==> src/rtl/tetris_pkg.sv <==
// tetris_pkg: shared piece encoding for the tetris datapath.
//   piece_t     3-bit tetromino ID
//   PIECE_*     IDs of the seven tetrominoes (I,O,T,S,Z,J,L = 0..6)
//   NUM_PIECES  pieces per bag
//   BAG_FULL    bag mask with every piece issued
package tetris_pkg;

  typedef logic [2:0] piece_t;

  localparam piece_t PIECE_I = 3'd0;
  localparam piece_t PIECE_O = 3'd1;
  localparam piece_t PIECE_T = 3'd2;
  localparam piece_t PIECE_S = 3'd3;
  localparam piece_t PIECE_Z = 3'd4;
  localparam piece_t PIECE_J = 3'd5;
  localparam piece_t PIECE_L = 3'd6;

  localparam int NUM_PIECES = 7;
  localparam logic [NUM_PIECES-1:0] BAG_FULL = 7'h7F;

endpackage

==> src/rtl/bag_fallback_pick.sv <==
// bag_fallback_pick: combinational lowest-zero-bit encoder over a bag mask.
// Returns the lowest-index piece not yet issued in the current bag.
//   bag_mask  in   7  bit p set = piece p already issued
//   pick      out  3  lowest piece whose mask bit is clear (PIECE_I if none)
module bag_fallback_pick
  import tetris_pkg::*;
(
  input  logic [NUM_PIECES-1:0] bag_mask,
  output piece_t                pick
);

  // Scan from the top down so the last hit is the lowest clear bit.
  always_comb begin
    pick = PIECE_I;
    for (int i = NUM_PIECES - 1; i >= 0; i--) begin
      if (!bag_mask[i]) pick = piece_t'(i);
    end
  end

endmodule

==> src/rtl/piece_queue.sv <==
// piece_queue: turns the randomizer's 3-bit stream into an ordered queue of
// upcoming tetromino IDs. Slot 0 is the head handed to the game FSM on spawn;
// all slots are exposed for the preview renderer.
//
// Build option: PIECE_BAG_EN
//   defined   - 7-bag rule: a piece is accepted only once per bag; after
//               MAX_TRIES consecutive rejections the lowest unused piece is
//               forced in, so a push always happens within MAX_TRIES cycles.
//   undefined - every sample is accepted (7 maps to piece 0), bag_mask is 0.
//
// Ports:
//   clk          in   1        system clock
//   reset        in   1        synchronous, active-high reset
//   rnd_in       in   3        random sample, considered every cycle
//   take         in   1        single-cycle pop request
//   piece_out    out  3        head of queue
//   piece_valid  out  1        queue non-empty
//   preview      out  3*DEPTH  slot k at bits [3k+2:3k]
//   count        out  4        number of valid slots
//   bag_mask     out  7        pieces already issued in the current bag
module piece_queue
  import tetris_pkg::*;
#(
  parameter int DEPTH     = 4,
  parameter int MAX_TRIES = 8
) (
  input  logic                  clk,
  input  logic                  reset,
  input  logic [2:0]            rnd_in,
  input  logic                  take,
  output logic [2:0]            piece_out,
  output logic                  piece_valid,
  output logic [3*DEPTH-1:0]    preview,
  output logic [3:0]            count,
  output logic [NUM_PIECES-1:0] bag_mask
);

  localparam logic [3:0] DEPTH_C = 4'(DEPTH);

  piece_t     slot_reg  [DEPTH];
  piece_t     slot_next [DEPTH];
  logic [3:0] count_reg, count_next;
  logic       valid_reg;

  logic       pop, can_push, push;
  logic [3:0] wr_idx;
  piece_t     push_val, fallback_piece;
  logic [NUM_PIECES-1:0] bag_view;

  assign pop = take && (count_reg != 4'd0);
  // When full, a slot only frees up if the head is popped on the same edge.
  assign can_push = (count_reg < DEPTH_C) || take;

  bag_fallback_pick u_pick (
    .bag_mask (bag_view),
    .pick     (fallback_piece)
  );

`ifdef PIECE_BAG_EN
  localparam logic [3:0] RETRY_LAST = 4'(MAX_TRIES - 1);

  logic [NUM_PIECES-1:0] bag_reg, bag_next, push_bit;
  logic [3:0]            retry_reg, retry_next;
  logic [7:0]            used_ext;
  logic                  accept, fallback;

  assign bag_view = bag_reg;
  // Bit 7 is forced set so a sample of 7 reads as "already used".
  assign used_ext = {1'b1, bag_reg};
  assign accept   = !used_ext[rnd_in];
  assign fallback = !accept && (retry_reg == RETRY_LAST);
  assign push     = can_push && (accept || fallback);
  assign push_val = accept ? piece_t'(rnd_in) : fallback_piece;
  assign push_bit = 7'(8'd1 << push_val);

  always_comb begin
    bag_next = bag_reg;
    if (push) begin
      bag_next = bag_reg | push_bit;
      // Completing the bag starts a fresh one on the same edge.
      if (bag_next == BAG_FULL) bag_next = '0;
    end
  end

  always_comb begin
    retry_next = retry_reg;
    if (can_push) retry_next = push ? 4'd0 : retry_reg + 4'd1;
  end

  always_ff @(posedge clk) begin
    if (reset) begin
      bag_reg   <= '0;
      retry_reg <= 4'd0;
    end else begin
      bag_reg   <= bag_next;
      retry_reg <= retry_next;
    end
  end

  assign bag_mask = bag_reg;
`else
  // Retry limit only matters when the bag rule is built.
  logic unused_max_tries;
  assign unused_max_tries = (MAX_TRIES != 0);

  // With an empty bag view the picker yields piece 0, which is where 7 maps.
  assign bag_view = '0;
  assign push     = can_push;
  assign push_val = (rnd_in == 3'd7) ? fallback_piece : piece_t'(rnd_in);
  assign bag_mask = '0;
`endif

  always_comb begin
    wr_idx     = count_reg - {3'd0, pop};
    count_next = count_reg + {3'd0, push} - {3'd0, pop};
    for (int k = 0; k < DEPTH; k++) slot_next[k] = slot_reg[k];
    if (pop) begin
      for (int k = 0; k < DEPTH - 1; k++) slot_next[k] = slot_reg[k+1];
      slot_next[DEPTH-1] = PIECE_I;
    end
    // New piece lands behind whatever survives the pop.
    if (push) begin
      for (int k = 0; k < DEPTH; k++) begin
        if (wr_idx == 4'(k)) slot_next[k] = push_val;
      end
    end
  end

  always_ff @(posedge clk) begin
    if (reset) begin
      count_reg <= 4'd0;
      valid_reg <= 1'b0;
      for (int k = 0; k < DEPTH; k++) slot_reg[k] <= PIECE_I;
    end else begin
      count_reg <= count_next;
      valid_reg <= (count_next != 4'd0);
      for (int k = 0; k < DEPTH; k++) slot_reg[k] <= slot_next[k];
    end
  end

  genvar gi;
  generate
    for (gi = 0; gi < DEPTH; gi++) begin : g_preview
      assign preview[3*gi +: 3] = slot_reg[gi];
    end
  endgenerate

  assign piece_out   = slot_reg[0];
  assign piece_valid = valid_reg;
  assign count       = count_reg;

endmodule

==> config.mk <==
export PLATFORM = sky130hd
export DESIGN_NAME = piece_queue
export DESIGN_NICKNAME = d
export VERILOG_FILES = /design/src/rtl/tetris_pkg.sv /design/src/rtl/bag_fallback_pick.sv /design/src/rtl/piece_queue.sv
export SDC_FILE = /design/constraint.sdc
export NUM_CORES = 1
export LEC_CHECK = 0
export BUFFER_PORTS_ARGS = -buffer_cell sky130_fd_sc_hd__buf_2
export CORE_UTILIZATION = 41
export DETAILED_ROUTE_END_ITERATION = 8
export GPL_ROUTABILITY_DRIVEN = 1
export PLACE_DENSITY = 0.68
export SYNTH_ARGS = -nofsm -noshare
export SYNTH_HDL_FRONTEND = slang
export SYNTH_HIERARCHICAL = 1
export SYNTH_SLANG_ARGS = --single-unit
==> constraint.sdc <==
create_clock -name clk -period 2.6 [get_ports clk]
set_input_delay 0.39 -clock clk [delete_from_list [all_inputs] [get_ports clk]]
set_output_delay 0.39 -clock clk [all_outputs]
set_load 0.03 [all_outputs]
==> results summary <==
The mapped cell area is 1101 µm². The fraction of registers with async set/reset came out at 0%. The clock-pin slew reported for the worst setup and hold paths after clock tree synthesis came out at 90 ps. The sequential fraction of the synthesis area came out at 30.91%. Counting distinct cell types in the post-synthesis netlist gives 35. Setup repair after global routing left no endpoint under its margin. The achievable frequency came out at 0.4036 GHz.

The run finished with clean final reports. The final weighted congestion in routability-driven placement came out at 0.7981. The number of global-route vias before repair came out at 912. In the synthesized netlist the dominant register cell turns out to be dfxtp_1. In the global route stage, overall resource usage came out at 18.60%. The number of filler cells placed in the layout is 242.

The post-route netlist has 31.82% of its cells at a drive strength greater than 1. The total number of clock tree sinks is 17. The worst setup path is launched from a flop. The total negative slack is 0 ps.

The final hold violation count is 0. TritonCTS built the clock tree. The DRC violation total after the first TritonRoute iteration is 18. The number of flops mapped to enable cells by yosys is 0. The post-route non-filler standard cell count came out at 206.

The detailed-route wire length per cell is 11.58 µm. At the worst endpoint, the required time is 2770 ps. The final wirelength came out at 2.385 mm. The iteration count of the initial detailed-routing pass came out at 4. The signal arrival time at the worst endpoint came out at 2650 ps. The setup path with the least slack is of type reg2reg. The clock period could shrink to 2478 ps.

The die boundary width came out at 53.82 µm. The maximum fanout count along the critical path is 3. During synthesis, Yosys emitted a total of 6 warnings. The instance count after placement with tap cells included is 200.

The area share of the largest cell type after synthesis is 30.91%. The number of vias after detailed routing is 1017. The post-synthesis cell type with the largest combined area is dfxtp_1. In this run the number of H-tree levels came out at 1. The via density per instance came out at 4.937.

In the synthesized netlist, the cells that appear most often are 17 x dfxtp_1, 14 x inv_1, 11 x nand2_1. The cell row count came out at 18. The synthesized flop and latch total came out at 17. The total I/O pin count is 33. From bottom edge to top edge, the die measures 53.82 µm. The worst setup path endpoint is piece_valid. At the later pin of the worst-skew pair, clock insertion delay measures 290 ps.

The worst register-to-register path begins at count[2]. The worst hold path belongs to the class in2reg. The remaining global-route overflow is 0. The number of antenna violations at the first check in global routing came out at 0. The HPWL after detailed placement came out at 1.831 mm. The final critical path takes up 95.29% of the cycle.

Setup violations remaining at the end of the flow were counted as 0. The pin count of the biggest net entering global routing came out at 16. The category of the worst setup path capture point is a flop. The total power divided by cell area came out at 1481 nW/µm². The number of buffers on the longest clock path is 2. The average instance in the mapped netlist occupies 8.470 µm². The total CTS buffers is 3. The number of flip-flops under the largest register name is 12. Synthesis produced a netlist whose cell count is 130. 0 antenna diodes ended up in the layout. The launch point of the critical path is count[2]. The number of max-cap violations came out at 0.

The worst hold slack came out at 434.0 ps. The leakage component of the power came out at 0.0006743 µW. The antenna violation net count after detailed routing came out at 0. The post-detailed-route DRC marker count came out at 0. The post-route clock skew came out at 4.990 ps. The first global-routing pass estimated 3.815 mm of wire. The end of the worst register-to-register path is piece_valid. Among all cell types in the netlist, the one instantiated most often is dfxtp_1. The count of input and output buffers came out at 25. By area the synthesized netlist is led by dfxtp_1 31%, ha_1 9.1%, buf_4 6.8%. The die covers 2897 µm².

The worst register-to-register path has a setup slack of 120 ps. The area added between synthesis and finish is 30.57%. The core box area came out at 2500 µm². The total count of max-transition violations in the final report is 0. The largest vdd supply drop is 0.0008927 V. In the final design database the tool counted 192 nets. The initial core utilization is 44.04%.

The worst-case reg-to-reg path depth is 12. The tree is rooted in a clkbuf_4.
## area by class of cell
type / instances / area (µm²) / area share, %
timing repair buffer: 33 / 185.2 / 12.88
sequential: 17 / 342.8 / 23.85
clock buffer: 4 / 26.28 / 1.828
multi-input combinational: 108 / 793.3 / 55.18
inverter: 14 / 52.55 / 3.655
tap: 30 / 37.54 / 2.611
## metrics by stage
| step | power, µW | cell area [µm²] | setup WS [ps] | util, % |
|---|---|---|---|---|
| after floorplan | 1435 | 1185 | 23.45 | - |
| after global placement | 1690 | 1289 | 48.46 | 51.55 |
| after detailed placement | 1720 | 1289 | -37.11 | 51.55 |
| after CTS | 1924 | 1341 | 49.01 | 53.65 |
| after global routing | 2313 | 1438 | 5.765 | 57.51 |
| final | 2129 | 1438 | 122.4 | 57.51 |
## power breakdown
part	leakage (µW)	total (µW)	internal [µW]	switching (µW)
Combinational	0.000519	1550	631	919
Clock	0.0000150	145	59.8	85.1
Sequential	0.000140	434	368	66.1
## worst min path at each step
stage | start | end | slack (ps) | cells past startpoint
3_3_place_gp | slot_reg[0][11] | slot_reg[0][8] | 490 | 2
2_1_floorplan | reset | slot_reg[0][6] | 460 | 1
4_1_cts | reset | count[0] | 420 | 2
6_report | reset | count[0] | 430 | 2
5_1_grt | reset | count[1] | 450 | 2
3_5_place_dp | slot_reg[0][11] | slot_reg[0][8] | 490 | 2
## critical path, stage by stage, from the launching register on
cell     delay [ps]
dfxtp_2         330
inv_2            80
ha_4            140
or3b_4          390
nand2_4          80
inv_2            40
ha_1            270
inv_1            60
ha_2            170
inv_1            60
fa_2            400
xnor2_2         200
a41oi_2         130
## cell families after synthesis
family | after synthesis | synth area share (%)
other | 1 | 0.3406
multiplexers | 3 | 2.727
buffers and inverters | 27 | 14.20
XOR/XNOR | 3 | 2.387
flip-flops | 17 | 30.91
AND/OR/NAND/NOR | 37 | 16.93
AO/OA/AOI/OAI | 33 | 21.59
adder cells (fa/ha/maj) | 9 | 10.91
## placed cells by master (no fill, tap or decap), drive strengths merged, types with 2 or more instances in the layout
cell type	Yosys	layout
a21oi	7	7
a221oi	3	3
a311oi	4	4
and3	4	4
buf	12	33
clkbuf	1	4
conb	1	23
dfxtp	17	17
ha	8	8
inv	14	14
mux2i	3	3
nand2	12	12
nand3	3	3
nor2	5	5
nor3	9	9
o2111ai	2	2
o211ai	4	4
o21a	3	3
o21ai	4	4
xnor2	3	3
## per-layer routing
| layer | wire length, µm | vias to the layer above | GRT usage, % |
|---|---|---|---|
| li1 | - | 525 | - |
| met4 | 24 | 0 | 5.263 |
| met5 | 0 | - | 0 |
| met3 | 125 | 5 | 6.215 |
| met2 | 1144 | 26 | 30.86 |
| met1 | 1090 | 461 | 22.62 |
## what timing repair did
action / CTS / global route
hold buffers: 0 / 0
setup endpoints to repair: 6 / 13
setup buffers: 0 / 2
gates resized for setup: 5 / 18
pin swaps: 0 / 4
Note: power is estimated with default switching activity, not from simulation.
